### src/rtl/prism_cfg_seq.sv
// Configuration sequencer: queues host (addr, data) words, quiesces PRISM under
// debug reset, streams the words into its debug port, then re-enables the FSM.
module prism_cfg_seq #(
  parameter int DEPTH  = 4,
  parameter int SETTLE = 2,
  parameter int ADDR_W = 6
) (
  input  logic                     clk,
  input  logic                     rst,
  input  logic                     host_push,
  output logic                     host_ready,
  input  logic [ADDR_W-1:0]        host_addr,
  input  logic [31:0]              host_wdata,
  input  logic                     host_start,
  input  logic                     host_abort,
  input  logic                     host_stop,
  input  logic                     err_clr,
  output logic                     busy,
  output logic                     done,
  output logic                     err,
  output logic [$clog2(DEPTH):0]   level,
  output logic                     prism_debug_reset,
  output logic                     prism_fsm_enable,
  output logic                     prism_debug_wr,
  output logic [ADDR_W-1:0]        prism_debug_addr,
  output logic [31:0]              prism_debug_wdata
);

  localparam int PTR_W = $clog2(DEPTH);
  localparam int LVL_W = PTR_W + 1;
  localparam int CNT_W = (SETTLE > 1) ? $clog2(SETTLE) : 1;

  localparam logic [CNT_W-1:0] CNT_INIT = CNT_W'(SETTLE - 1);
  localparam logic [CNT_W-1:0] CNT_ONE  = CNT_W'(1);
  localparam logic [PTR_W-1:0] PTR_ONE  = PTR_W'(1);
  localparam logic [LVL_W-1:0] LVL_ONE  = LVL_W'(1);
  localparam logic [LVL_W-1:0] LVL_FULL = LVL_W'(DEPTH);

  localparam logic [1:0] S_IDLE    = 2'd0;
  localparam logic [1:0] S_QUIESCE = 2'd1;
  localparam logic [1:0] S_LOAD    = 2'd2;
  localparam logic [1:0] S_RELEASE = 2'd3;

  logic [1:0]        state;
  logic [CNT_W-1:0]  settle_cnt;
  logic [PTR_W-1:0]  wr_ptr;
  logic [PTR_W-1:0]  rd_ptr;
  logic [LVL_W-1:0]  count;
  logic [ADDR_W-1:0] mem_addr [DEPTH];
  logic [31:0]       mem_data [DEPTH];

  logic push;
  logic pop;
  logic go;
  logic start_empty;

  assign host_ready  = (count != LVL_FULL) && (state != S_LOAD);
  assign level       = count;
  // An abort flushes the queue, so a push landing in the same cycle is dropped too.
  assign push        = host_push && host_ready && !host_abort;
  assign pop         = (state == S_LOAD) && (count != '0) && !host_abort;
  assign go          = (state == S_IDLE) && host_start && !host_abort && (count != '0);
  assign start_empty = (state == S_IDLE) && host_start && !host_abort && (count == '0);

  always_ff @(posedge clk) begin
    if (push) begin
      mem_addr[wr_ptr] <= host_addr;
      mem_data[wr_ptr] <= host_wdata;
    end
  end

  always_ff @(posedge clk or posedge rst) begin
    if (rst) begin
      state             <= S_IDLE;
      settle_cnt        <= '0;
      wr_ptr            <= '0;
      rd_ptr            <= '0;
      count             <= '0;
      busy              <= 1'b0;
      done              <= 1'b0;
      err               <= 1'b0;
      prism_debug_reset <= 1'b0;
      prism_fsm_enable  <= 1'b0;
      prism_debug_wr    <= 1'b0;
      prism_debug_addr  <= '0;
      prism_debug_wdata <= '0;
    end else begin
      done           <= 1'b0;
      prism_debug_wr <= 1'b0;

      if (err_clr) begin
        err <= 1'b0;
      end else if (start_empty) begin
        err <= 1'b1;
      end

      if (host_abort) begin
        wr_ptr <= '0;
        rd_ptr <= '0;
        count  <= '0;
      end else begin
        if (push) begin
          wr_ptr <= wr_ptr + PTR_ONE;
          count  <= count + LVL_ONE;
        end
        if (pop) begin
          rd_ptr <= rd_ptr + PTR_ONE;
          count  <= count - LVL_ONE;
        end
      end

      if (host_abort) begin
        state             <= S_IDLE;
        busy              <= 1'b0;
        prism_debug_reset <= 1'b0;
        prism_fsm_enable  <= 1'b0;
      end else begin
        case (state)
          S_IDLE: begin
            if (host_stop || go) begin
              prism_fsm_enable <= 1'b0;
            end
            if (go) begin
              busy              <= 1'b1;
              prism_debug_reset <= 1'b1;
              settle_cnt        <= CNT_INIT;
              // The first pop is issued on the last settle cycle so its write
              // lands exactly SETTLE cycles after the start.
              state             <= (SETTLE == 1) ? S_LOAD : S_QUIESCE;
            end
          end
          S_QUIESCE: begin
            settle_cnt <= settle_cnt - CNT_ONE;
            if (settle_cnt <= CNT_ONE) begin
              state <= S_LOAD;
            end
          end
          S_LOAD: begin
            if (pop) begin
              prism_debug_wr    <= 1'b1;
              prism_debug_addr  <= mem_addr[rd_ptr];
              prism_debug_wdata <= mem_data[rd_ptr];
            end else begin
              prism_debug_reset <= 1'b0;
              state             <= S_RELEASE;
            end
          end
          S_RELEASE: begin
            state            <= S_IDLE;
            busy             <= 1'b0;
            prism_fsm_enable <= 1'b1;
            done             <= 1'b1;
          end
          default: begin
            state <= S_IDLE;
            busy  <= 1'b0;
          end
        endcase
      end
    end
  end

endmodule

### config.mk
export PLATFORM = sky130hd
export DESIGN_NAME = prism_cfg_seq
export DESIGN_NICKNAME = d
export VERILOG_FILES = /design/src/rtl/prism_cfg_seq.sv
export SDC_FILE = /design/constraint.sdc
export NUM_CORES = 1
export LEC_CHECK = 0
export BUFFER_PORTS_ARGS = -buffer_cell sky130_fd_sc_hd__buf_2
export CAP_MARGIN = 30
export CORE_AREA = 2 2 124 126
export CTS_BUF_LIST = sky130_fd_sc_hd__clkbuf_4
export CTS_CLUSTER_SIZE = 16
export DETAILED_ROUTE_END_ITERATION = 6
export DIE_AREA = 0 0 126 128
export GPL_TIMING_DRIVEN = 1
export PLACE_DENSITY = 0.77
export SETUP_SLACK_MARGIN = 0.1
export SLEW_MARGIN = 20
export SYNTH_ARGS = -nofsm -noshare
export SYNTH_HDL_FRONTEND = slang
export SYNTH_SLANG_ARGS = --single-unit
export TNS_END_PERCENT = 100
### constraint.sdc
create_clock -name clk -period 2.35 [get_ports clk]
set_input_delay 0.47 -clock clk [delete_from_list [all_inputs] [get_ports clk]]
set_output_delay 0.47 -clock clk [all_outputs]
set_load 0.01 [all_outputs]
# Word level (Yosys, flattened, before mapping)
# Memories as Yosys holds them, arrays and structs flattened. A register that Yosys moved wholly into a read port is not among the register bits.
# Cells that the tools add are included.
[op_classes] add_sub_neg=5 mux=31 n_eq_ne=10 bitwise_logic=1 reduce_logical=27 order_cmp=1
[op_table] op="2-to-1 mux 2 bit" count=8
[op_table] op="2-to-1 mux 1 bit" count=15
[op_table] op="!= test 3 bit, second input constant" count=4
[op_table] op="AND reduction 3 bit" count=4
[op_table] op="nonzero test 3 bit" count=4
[op_table] op="logical AND 1 bit" count=9
[op_table] op="2-to-1 mux 3 bit" count=3
[op_table] op="one-hot mux 1 bit (2 select lines)" count=4
[op_table] op="one-hot mux 2 bit (4 select lines)" count=1
[op_table] op="nonzero test 2 bit" count=4
[op_table] op="adder 2 x 1 -> 2 bit, second input constant" count=2
[op_table] op="equality test 2 bit, second input constant" count=2
[op_table] op="!= test 2 bit, second input constant" count=2
[op_table] op="AND reduction 2 bit" count=2
[op_table] op="adder 3 x 1 -> 3 bit, second input constant" count=1
[op_table] op="logical NOT 3 bit" count=1
[op_table] op="!= test 3 x 2 -> 1 bit, second input constant" count=1
[op_table] op="subtractor 3 x 1 -> 3 bit, second input constant" count=1
[op_table] op="equality test 2 x 1 -> 1 bit, second input constant" count=1
[op_table] op="logical NOT 2 bit" count=1
[op_table] op="<= comparator 1 bit, second input constant" count=1
[op_table] op="logical NOT 1 bit" count=1
[op_table] op="logical OR 1 bit" count=1
[op_table] op="inverter 1 bit" count=1
[op_table] op="subtractor 1 bit, second input constant" count=1
[word_totals] wordCells=88 n_memories=2 ramBits=152 regBits=16
[memory_table] memory="mem_data" depth=4 width=32 read_ports=1 rd_ports_with_merged_regs=1 write_ports=1 line_no="50" rtl="logic [31:0] mem_data [DEPTH];"
[memory_table] memory="mem_addr" depth=4 width=6 read_ports=1 rd_ports_with_merged_regs=1 write_ports=1 line_no="49" rtl="logic [ADDR_W-1:0] mem_addr [DEPTH];"

# Longest topological paths before layout
# Gate-level depths: netlist of the first run.
[depth] depth_word=8 mapped_depth=9

# Worst setup path after synthesis of the first run
# OpenSTA, ideal clock, no wires.
[synth_path] kind="flip-flop to flip-flop" from="register state[0]" to="memory mem_addr[2][0], enable pin" stages_incl_launch_ff=6 t_arrival_ns=2.123 period_less_slack_ns=2.522 setup_ns=0.399 setup_slack_ns=-0.172 required_time_ns=1.951 n_path_buf=0 cell_sequence="dfrtp_1 > inv_1 > ha_1 > nand2b_1 > nor3_1 > and2_1"
[synth_via] elab_chain_cells=6
[synth_rtl] item="start, declared" line_no="44" rtl="logic [1:0] state;"
[synth_rtl] item="start signal, assigned" line_no="129" rtl="state <= (SETTLE == 1) ? S_LOAD : S_QUIESCE;"
[synth_rtl] item="!= test 2 bit" line_no="57" rtl="assign host_ready = (count != LVL_FULL) && (state != S_LOAD);"
[synth_rtl] item="logical AND 1 bit" line_no="57"
[synth_rtl] item="logical AND 1 bit (2 in series)" line_no="60" rtl="assign push = host_push && host_ready && !host_abort;"
[synth_rtl] item="2-to-1 mux 1 bit" line_no="66" rtl="if (push) begin"
[synth_rtl] item="2-to-1 mux 1 bit (not written as such)" line_no="67" rtl="mem_addr[wr_ptr] <= host_addr;"
[synth_rtl] item="end, declared" line_no="49"
# No other way between the ends.

# Worst setup path after layout of the first run
[layout_path] from="register count[2], in the netlist level[2]" to="output host_ready"
[layout_via] elab_chain_cells=2
[layout_rtl] item="start, declared" line_no="48" rtl="logic [LVL_W-1:0] count;"
[layout_rtl] item="start signal, assigned" line_no="104" rtl="count <= count + LVL_ONE;"
[layout_rtl] item="start signal, assigned" line_no="108" rtl="count <= count - LVL_ONE;"
[layout_rtl] item="!= test 3 bit" line_no="57"
[layout_rtl] item="logical AND 1 bit" line_no="57"
[layout_rtl] item="end, declared" line_no="11" rtl="output logic host_ready,"
# No other way between the ends.

==> flow_metrics.env, run 1 <==
export IMPL_yosys_top_cells_area="edfxtp_1 (58%), dfrtp_1 (17%), mux4_2 (11%)"
export IMPL_reg2reg_depth=6
export IMPL_syn_avg_cell_area_um2=20.8
export IMPL_syn_to_final_growth_pct=20.4
export IMPL_ant_nets=0
export IMPL_post_route_period_util=0.917
export IMPL_instances_no_fill=755
export IMPL_dieArea_mm2=0.0161
export IMPL_p_per_area_mw_per_mm2=1020
export IMPL_clock_path_buffers=3
export IMPL_power_total_mw=9.64
export IMPL_ys_ff_latch=205
export IMPL_start_util=0.529
export IMPL_peakVddDrop_mv=0.559
export IMPL_ys_flop_type="edfxtp_1"
export IMPL_maxCapViolCount=0
export IMPL_r2r_end="mem_data[0][8]$_DFFE_PP_"
export IMPL_final_nets=577
export IMPL_rr_startpoint="state[0]$_DFFE_PP0P_"
export IMPL_critPathTopFamily="flip-flops"
export IMPL_slew_violations=0
export IMPL_start_kind="register"
export IMPL_layout_min_cycle_time_ns=2.16
export IMPL_dr_total_vias=4079
export IMPL_critical_path_depth=3
export IMPL_io_buffers=92
export IMPL_io_pins=93
export IMPL_r2r_slack_ns=0.29
export IMPL_path_clk_slew_ns=0.07
export IMPL_arrival_ns=1.69
export IMPL_grt_max_degree=39
export IMPL_finalWirelength_um=14400
export IMPL_vias_per_cell=5.40
export IMPL_core_area_mm2=0.0149
export IMPL_syn_area_mm2=0.00787
export IMPL_drt_pass1_iter_count=4
export IMPL_fmax_mhz=464
export IMPL_gp_routability_congestion=0.766
export IMPL_htreeDepth=2
export IMPL_worstPathRequired_ns=1.88
export IMPL_final_util=0.637
export IMPL_die_x_um=126
export IMPL_synth_net_count=431
export IMPL_rsz0062_at_grt="no"
export IMPL_drive_gt1_frac=0.515
export IMPL_worstSetupPathType="register to output port"
export IMPL_fin_worst_skew_ns=0.0334
export IMPL_dp_hpwl_um=9000
export IMPL_tightest_slew_ns=0.681
export IMPL_worst_hold_path_type="input port to register"
export IMPL_cts_tree="yes"
export IMPL_yosysTopAreaCell="edfxtp_1"
export IMPL_die_y_um=128
export IMPL_yosysSeqAreaShare=0.749
export IMPL_placedCellCount=657
export IMPL_yosysWarnings=0
export IMPL_setup_tns_ns=0
export IMPL_ys_types=42
export IMPL_antenna_found_initial=0
export IMPL_path_cells="nor3b_4 > nor2_1 > buf_2"
export IMPL_rows=45
export IMPL_yosysMostFrequentCell="edfxtp_1"
export IMPL_grt_pass1_wl_um=23100
export IMPL_cts_sinks=205
export IMPL_crit_path_end="host_ready"
export IMPL_drtIter0Drc=190
export IMPL_cts_root_buffer="clkbuf_4"
export IMPL_worst_setup_path_end_kind="output port"
export IMPL_post_cts_repair_setup_buffers=0
export IMPL_yosysTopAreaCellShare=0.580
export IMPL_drc=0
export IMPL_syn_inst=378
export IMPL_setup_violations=0
export IMPL_synth_async_reset_ratio=0.259
export IMPL_critPathLaunch="level[2]$_DFFE_PP0P_"
export IMPL_slew_limit_headroom=0.546
export IMPL_grt_util_all_layers=0.187
export IMPL_wire_per_inst_um=19.1
export IMPL_n_antenna_cell=0
export IMPL_hold_viol=0
export IMPL_grt_pass1_vias=4451
export IMPL_clk_latency_ns=0.64
export IMPL_crit_buf_inv=1
export IMPL_overflow=0
export IMPL_synth_enable_flop_cells=152
export IMPL_status="finished clean"
export IMPL_cts_buffers=51
export IMPL_p_leak_nw=3.63
export IMPL_worstPathMaxFanout=13
export IMPL_yosys_top_cells_count="edfxtp_1 (152), dfrtp_1 (53), mux4_2 (38), mux2_2 (29)"
export IMPL_slowest_delay_ns=0.51
export IMPL_crit_path_top_delay_cell="dfrtp_2"
## sequential cells by signal, summed over array words and instances, names as in the netlist
| name | flops |
|---|---|
| done | 1 |
| prism_debug_wdata | 32 |
| busy | 1 |
| err | 1 |
| prism_debug_addr | 6 |
| mem_data | 128 |
| rd_ptr | 2 |
| wr_ptr | 2 |
| prism_debug_wr | 1 |
| level | 3 |
| prism_fsm_enable | 1 |
| mem_addr | 24 |
| prism_debug_reset | 1 |
| state | 2 |
## per-layer routing
| metal | part of all wire | global-route usage | vias to the layer above |
|---|---|---|---|
| met5 | 0 | 0 | - |
| met2 | 0.53 | 0.322 | 131 |
| met4 | 0.026 | 0.0873 | 0 |
| li1 | - | - | 1851 |
| met1 | 0.39 | 0.225 | 2071 |
| met3 | 0.057 | 0.0467 | 26 |
## per-stage QoR
step / setup WS, ns / cell area [um^2] / hold slack (ns)
after floorplan: 0.0982 / 7880 / 0.531
after global placement: 0.302 / 8720 / 0.486
after detailed placement: 0.228 / 8720 / 0.491
after CTS: 0.125 / 9470 / 0.00894
after global routing: 0.101 / 9480 / 0.0186
final: 0.195 / 9480 / 0.0528
## kinds of logic after synthesis
kind of cell,share of synthesized area
fa+ha+maj,0.0137
mux,0.167
buf+inv,0.0175
simple gates,0.0237
compound gates,0.0267
flops,0.749
xor+xnor,0.00223
## power by group
part / switching [mW] / leakage (nW) / internal [mW]
sequential: 0.294 / 2.07 / 4.44
clock: 1.34 / 0.426 / 1.74
combinational: 0.878 / 1.13 / 0.947
total: 2.51 / 3.63 / 7.12
## worst register-to-register path: stages (launching register included)
cell	delay [ns]
dfrtp_1	0.39
inv_2	0.08
ha_4	0.18
nand2b_1	0.16
nor3_1	0.34
and2_2	0.34
buf_12	0.23
## cell usage in the layout (no fill, tap or decap), drive strengths merged, types with 4 or more instances in the layout
master  instances
and2            4
buf           110
clkbuf         85
clkinv          9
dfrtp          53
edfxtp        152
ha              7
inv            10
mux2           38
mux4           38
nor2            8
nor3            4
o21ai           5
## final cells by class
class                           count  area (um^2)
Clock inverter                     11         68.8
Inverter                            9         33.8
Sequential cell                   205         5900
Timing Repair Buffer              112          728
Tap cell                          188          235
Fill cell                        1069         5390
Clock buffer                       85          638
Multi-Input combinational cell    145         1870
## what timing repair did
item | CTS | global route
setup endpoints to repair | 1 | 1
pin swaps | 0 | 1
hold buffers | 2 | 0
gates resized for setup | 6 | 3
hold endpoints to repair | 28 | 0
## worst min path at each step
stage	startpoint	slack, ns	to	cells past startpoint
after floorplan	state[0]$_DFFE_PP0P_	0.53	state[0]$_DFFE_PP0P_	1
after global placement	prism_debug_wdata[22]$_DFFE_PP0P_	0.49	prism_debug_wdata[22]$_DFFE_PP0P_	1
after detailed placement	prism_debug_wdata[15]$_DFFE_PP0P_	0.49	prism_debug_wdata[15]$_DFFE_PP0P_	1
after CTS	host_wdata[30]	0.009	mem_data[0][30]$_DFFE_PP_	1
after global routing	host_wdata[19]	0.02	mem_data[3][19]$_DFFE_PP_	1
final	host_wdata[19]	0.05	mem_data[3][19]$_DFFE_PP_	1
Note: power is estimated with default switching activity, not from simulation.
==> run 2, diff against run 1 <==
Settings changed: GPL_ROUTABILITY_DRIVEN from default to 0.
Clock period 2.35 ns to 1.82 ns, I/O delays scaled along.
==> run 2 against run 1 <==
Effect of this change:
- the run now ends with negative setup slack left
- via count up 15%
- cell count increased by 12%
- sequential cell count stayed put
- register-to-register slack worse by 0.48 ns
- non-clock buffer count grew 87
- critical path type is now register to register
- critical endpoint is now mem_addr[2][1]$_DFFE_PP_
- largest cell class unchanged
- largest power group unchanged
==> flow_metrics.env, run 2 (synthesis gave the netlist of run 1 again) <==
export IMPL_status="complete, but fails checks"
export IMPL_failed_checks="negative setup slack"
export IMPL_worst_setup_path_end_kind="register"
export IMPL_fin_ws_ns=-0.188
export IMPL_dieArea_mm2=0.0161
export IMPL_post_route_period_util=1.10
export IMPL_cts_tree="yes"
export IMPL_slowest_delay_ns=0.38
export IMPL_final_util=0.728
export IMPL_p_per_area_mw_per_mm2=1240
export IMPL_grt_max_degree=40
export IMPL_die_y_um=128
export IMPL_top_usage_layer="met2"
export IMPL_worst_hold_path_type="input port to register"
export IMPL_htreeDepth=2
export IMPL_largest_register="mem_data"
export IMPL_slew_violations=0
export IMPL_worstPathRequired_ns=2.17
export IMPL_dp_hpwl_um=9340
export IMPL_arrival_ns=2.36
export IMPL_critical_path_depth=10
export IMPL_syn_to_final_growth_pct=37.6
export IMPL_io_buffers=92
export IMPL_setup_violations=151
export IMPL_cpMostUsedCell="buf_6"
export IMPL_core_area_mm2=0.0149
export IMPL_path_cells="inv_2 > ha_4 > buf_6 > nand2b_4 > nor3_4 > buf_6 > buf_6 > and2_4 > buf_6 > clkbuf_16"
export IMPL_grt_pass1_vias=4854
export IMPL_overflow=0
export IMPL_critPathTopFamily="buffers and inverters"
export IMPL_reg2reg_depth=10
export IMPL_mostFrequentLayoutCells="edfxtp_1 (152), buf_2 (88), clkbuf_4 (76), dfrtp_1 (48), dlygate4sd3_1 (40)"
export IMPL_path_clk_slew_ns=0.06
export IMPL_instances_no_fill=844
export IMPL_largest_register_ffs=128
export IMPL_layout_min_cycle_time_ns=2.01
export IMPL_drt_pass1_iter_count=5
export IMPL_use_met1=0.281
export IMPL_cts_sinks=205
export IMPL_die_x_um=126
export IMPL_dr_total_vias=4674
export IMPL_whs_ns=0.0425
export IMPL_grt_util_all_layers=0.215
export IMPL_drive_gt1_frac=0.524
export IMPL_rows=45
export IMPL_p_leak_nw=4.20
export IMPL_clk_latency_ns=0.66
export IMPL_crit_buf_inv=6
export IMPL_tightest_slew_ns=0.545
export IMPL_fmax_mhz=498
export IMPL_met2_usage=0.357
export IMPL_ant_nets=0
export IMPL_hold_path_cell_count=3
export IMPL_reg_top3="mem_data x128, prism_debug_wdata x32, mem_addr x24"
export IMPL_final_nets=665
export IMPL_peakVddDrop_mv=0.584
export IMPL_clock_path_buffers=3
export IMPL_worstSetupPathType="register to register"
export IMPL_vias_per_cell=5.54
export IMPL_slew_limit_headroom=0.636
export IMPL_finalWirelength_um=19100
export IMPL_cts_root_buffer="clkbuf_4"
export IMPL_drc=0
export IMPL_gr_usage_met3=0.0568
export IMPL_start_kind="register"
export IMPL_io_pins=93
export IMPL_cts_buffers=52
export IMPL_rsz0062_at_grt="yes"
export IMPL_wire_per_inst_um=22.6
export IMPL_final_common_cell="edfxtp_1"
export IMPL_maxCapViolCount=0
export IMPL_grt_pass1_wl_um=26300
export IMPL_hold_viol=0
export IMPL_crit_path_top_delay_cell="dfrtp_1"
export IMPL_worstPathMaxFanout=5
export IMPL_drtIter0Drc=481
export IMPL_start_util=0.529
export IMPL_antenna_found_initial=2
export IMPL_placedCellCount=671
export IMPL_fin_worst_skew_ns=0.0406
[run 2: changes by cell type in the layout (fill, tap and decap cells not counted), moves of 6 or more]
cell	change
mux2_4	+19
clkbuf_16	+9
clkbuf_4	-9
dlygate4sd3_1	+38
clkinv_1	+8
buf_4	+6
mux2_2	-19
buf_12	+11
buf_6	+22
[run 2: stage by stage]
stage	area, um^2	setup TNS (ns)	power (mW)	worst slack (ns)
floorplan	7900	-29.48	7.62	-0.390
global placement	8920	-0.0371	8.61	-0.0371
global route	10800	-24.19	14.0	-0.227
detailed placement	8920	-14.65	8.74	-0.113
finish	10800	-18.08	13.4	-0.188
CTS	10400	-10.51	12.9	-0.134
[run 2: area by class of cell]
type                            instances  area [um^2]
Timing Repair Buffer                  199         1960
Antenna cell                            2         5.00
Inverter                                9         33.8
Sequential cell                       205         5900
Clock buffer                           76          571
Fill cell                             860         4040
Tap cell                              188          235
Multi-Input combinational cell        145         2010
Clock inverter                         20          104
[run 2: worst reg2reg max path, delay by kind of cell (launching register included)]
kind	cells	cell delay, ns
simple gates	3	0.48
buf+inv	6	0.72
flops	1	0.38
fa+ha+maj	1	0.16
[run 2: worst paths after layout]
| kind | startpoint | endpoint | slack, ns |
|---|---|---|---|
| min in group asynchronous | rst | wr_ptr[0]$_DFFE_PP0P_ | 0.30 |
| min | host_stop | prism_fsm_enable$_DFFE_PP0P_ | 0.04 |
| max in group asynchronous | rst | busy$_DFFE_PP0P_ | 0.98 |
| max | state[0]$_DFFE_PP0P_ | mem_addr[2][1]$_DFFE_PP_ | -0.19 |
| max reg2reg | state[0]$_DFFE_PP0P_ | mem_addr[2][1]$_DFFE_PP_ | -0.19 |
| min reg2reg | prism_debug_wdata[13]$_DFFE_PP0P_ | prism_debug_wdata[13]$_DFFE_PP0P_ | 0.50 |
[run 2: where the power goes]
part	switching [mW]	leakage, nW	internal, mW	total [mW]
logic	1.49	1.73	1.88	3.37
clock network	1.89	0.401	2.07	3.95
registers	0.379	2.07	5.73	6.11
[run 2: what timing repair did]
| action | 4_1_cts | 5_1_grt |
|---|---|---|
| pin swaps | 4 | 4 |
| cloned | 7 | 10 |
| setup endpoints to repair | 193 | 196 |
| setup buffers | 16 | 4 |
| hold buffers | 40 | 0 |
| gates resized for setup | 31 | 41 |
| hold endpoints to repair | 170 | 0 |
[run 2: per-layer routing]
metal | part of all wire | routed length, um | up-vias
met2 | 0.51 | 9730 | 221
met5 | 0 | 0 | -
met1 | 0.40 | 7650 | 2391
met3 | 0.067 | 1280 | 31
met4 | 0.021 | 401 | 0
li1 | - | - | 2031
==> run 3, diff against run 2 <==
Settings changed: ABC_AREA from default to 1, CORE_AREA 2 2 124 126 to 2 2 183 185, DIE_AREA 0 0 126 128 to 0 0 185 187, PLACE_DENSITY 0.77 to 0.42.
==> run 3 against run 2 <==
Effect of this change:
- register-to-register slack improved by 0.28 ns
- largest power group unchanged
- power fell by 1.6%
- critical endpoint is now host_ready
- clock-buffer cell count rose by 14
- design area fell by 0.91%
- cell count rose by 64%
- the run still ends with negative setup slack left
- sequential share of layout area rose by 0.48 points
==> flow_metrics.env, run 3 <==
export IMPL_syn_to_final_growth_pct=33.2
export IMPL_hp_start="host_push"
export IMPL_fin_worst_skew_ns=0.0542
export IMPL_drtIter0Drc=267
export IMPL_yosys_top_cells_area="edfxtp_1 (57%), dfrtp_1 (16%), nand2_1 (6.8%)"
export IMPL_ys_flop_type="edfxtp_1"
export IMPL_r2r_end="level[2]$_DFFE_PP0P_"
export IMPL_critPathTopFamily="flip-flops"
export IMPL_grt_max_degree=78
export IMPL_crit_path_top_delay_cell="dfrtp_2"
export IMPL_final_nets=942
export IMPL_peakVddDrop_mv=0.477
export IMPL_yosysSeqAreaShare=0.731
export IMPL_cts_root_buffer="clkbuf_4"
export IMPL_arrival_ns=1.49
export IMPL_instances_no_fill=1385
export IMPL_core_area_mm2=0.0329
export IMPL_drc=0
export IMPL_synth_async_reset_ratio=0.259
export IMPL_largest_register_ffs=128
export IMPL_setup_violations=1
export IMPL_maxCapViolCount=0
export IMPL_yosysWarnings=0
export IMPL_hold_path_cell_count=4
export IMPL_start_util=0.245
export IMPL_cts_sinks=205
export IMPL_die_y_um=187
export IMPL_r2r_slack_ns=0.09
export IMPL_overflow=0
export IMPL_synth_net_count=738
export IMPL_vias_per_cell=4.01
export IMPL_worstPathMaxFanout=4
export IMPL_yosys_top_cells_count="edfxtp_1 (152), nand2_1 (147), nor2_1 (125), o21ai_0 (96), dfrtp_1 (53)"
export IMPL_slew_violations=0
export IMPL_drt_pass1_iter_count=4
export IMPL_placedCellCount=1221
export IMPL_worst_hold_path_type="input port to register"
export IMPL_yosysMostFrequentCell="edfxtp_1"
export IMPL_regArea_mm2=0.00590
export IMPL_syn_area_mm2=0.00806
export IMPL_clk_latency_ns=0.69
export IMPL_yosysTopAreaCell="edfxtp_1"
export IMPL_grt_util_all_layers=0.117
export IMPL_reg_top3="mem_data x128, prism_debug_wdata x32, mem_addr x24"
export IMPL_worst_setup_path_end_kind="output port"
export IMPL_crit_buf_inv=1
export IMPL_dieArea_mm2=0.0346
export IMPL_dr_total_vias=5550
export IMPL_synth_enable_flop_cells=152
export IMPL_syn_inst=685
export IMPL_rsz0062_at_grt="yes"
export IMPL_grt_pass1_vias=5720
export IMPL_failed_checks="negative setup slack"
export IMPL_multi_input_area_mm2=0.00193
export IMPL_worstSetupPathType="register to output port"
export IMPL_slew_limit_headroom=0.749
export IMPL_yosysTopAreaCellShare=0.567
export IMPL_slowest_delay_ns=0.45
export IMPL_grt_pass1_wl_um=31600
export IMPL_rr_startpoint="level[1]$_DFFE_PP0P_"
export IMPL_whs_ns=0.196
export IMPL_worstPathRequired_ns=1.46
export IMPL_antenna_found_initial=2
export IMPL_path_cells="nor2_4 > a21oi_2 > buf_2"
export IMPL_start_kind="register"
export IMPL_hold_path_end="level[2]$_DFFE_PP0P_"
export IMPL_fmax_mhz=540
export IMPL_largest_register="mem_data"
export IMPL_ys_ff_latch=205
export IMPL_setup_tns_ns=-0.0312
export IMPL_io_buffers=92
export IMPL_path_clk_slew_ns=0.06
export IMPL_status="complete, but fails checks"
export IMPL_drive_gt1_frac=0.273
export IMPL_reg2reg_depth=13
export IMPL_power_total_mw=13.2
export IMPL_dp_hpwl_um=11900
export IMPL_post_route_period_util=1.02
export IMPL_wire_per_inst_um=14.3
export IMPL_hold_viol=0
export IMPL_syn_avg_cell_area_um2=11.8
export IMPL_cts_buffers=57
export IMPL_io_pins=93
export IMPL_clock_path_buffers=3
export IMPL_finalWirelength_um=19900
export IMPL_layout_min_cycle_time_ns=1.85
export IMPL_fin_ws_ns=-0.0312
export IMPL_rows=67
export IMPL_die_x_um=185
export IMPL_place_ws_ns=0.0256
export IMPL_final_common_cell="edfxtp_1"
export IMPL_p_leak_nw=4.45
export IMPL_mostFrequentLayoutCells="edfxtp_1 (152), nand2_1 (147), nor2_1 (120), o21ai_0 (96)"
export IMPL_htreeDepth=2
export IMPL_ant_nets=0
export IMPL_ys_types=22
export IMPL_fillCellCount=3422
export IMPL_tightest_slew_ns=0.376
export IMPL_cts_tree="yes"
export IMPL_p_per_area_mw_per_mm2=1230
run 3: changes by cell type after synthesis, moves of 5 or more:
cell     change
mux2_4       -9
mux2_2      -29
nand3_1      +9
nor2_1     +118
buf_2        +9
mux4_2      -38
inv_2        +5
o21ai_1     +24
inv_1       +10
nand2_1    +147
o21ai_0     +91
run 3: what timing repair did:
item,in CTS,in global routing
hold endpoints to repair,199,0
endpoints found under the setup margin,38,61
resized for setup,7,9
hold buffers,43,0
pin swaps,2,2
gates cloned,1,3
setup buffers,6,4
run 3: worst max-delay path by stage:
stage | slack [ns] | endpoint | startpoint | cells past startpoint
global route | -0.15 | host_ready | state[0]$_DFFE_PP0P_ | 4
CTS | -0.09 | host_ready | state[0]$_DFFE_PP0P_ | 4
detailed placement | 0.03 | state[1]$_DFFE_PP0P_ | state[1]$_DFFE_PP0P_ | 8
finish | -0.03 | host_ready | level[1]$_DFFE_PP0P_ | 3
global placement | 0.05 | level[1]$_DFFE_PP0P_ | state[1]$_DFFE_PP0P_ | 8
floorplan | -0.33 | mem_addr[0][0]$_DFFE_PP_ | state[1]$_DFFE_PP0P_ | 4
run 3: cell type report:
cell class	instances	share of cell area
Antenna cell	2	0.000467
Clock buffer	90	0.0630
Clock inverter	15	0.00735
Inverter	25	0.00945
Multi-Input combinational cell	422	0.180
Sequential cell	205	0.550
Tap cell	448	0.0523
Timing Repair Buffer	178	0.138
run 3: per-layer routing:
| layer | wire length (um) | vias up | global-route usage |
|---|---|---|---|
| met5 | 0 | - | 0 |
| met4 | 384 | 0 | 0.0391 |
| met3 | 1030 | 35 | 0.0310 |
| met2 | 8870 | 128 | 0.182 |
| met1 | 9590 | 2611 | 0.158 |
| li1 | - | 2776 | - |
run 3: where the power goes:
part           total (mW)  switching [mW]  leakage, nW  internal [mW]
sequential           6.03           0.308         2.06           5.73
clock                4.21            1.95        0.457           2.26
combinational        2.96            1.73         1.93           1.23
run 3: cell families (layout without fill, tap and decap cells):
kind of cell             after synthesis  after routing  share of synthesized area
flip-flops                           205            205                      0.731
AND/OR/NAND/NOR                      289            289                      0.141
other                                  0              2                          0
XOR/XNOR                               1              1                    0.00109
AO/OA/AOI/OAI                        124            124                     0.0772
buffers and inverters                 58            308                     0.0360
adder cells (fa/ha/maj)                8              8                     0.0134
run 3: tightest hold or removal path: stages:
cell,delay (ns)
buf_2,0.11
nand3_1,0.18
nand4_1,0.10
nand2_1,0.07
run 3: through the flow:
stage               instance area [um^2]  utilization
floorplan                           8110            -
global placement                    9290        0.283
detailed placement                  9290        0.283
CTS                                10600        0.322
global route                       10700        0.326
finish                             10700        0.326
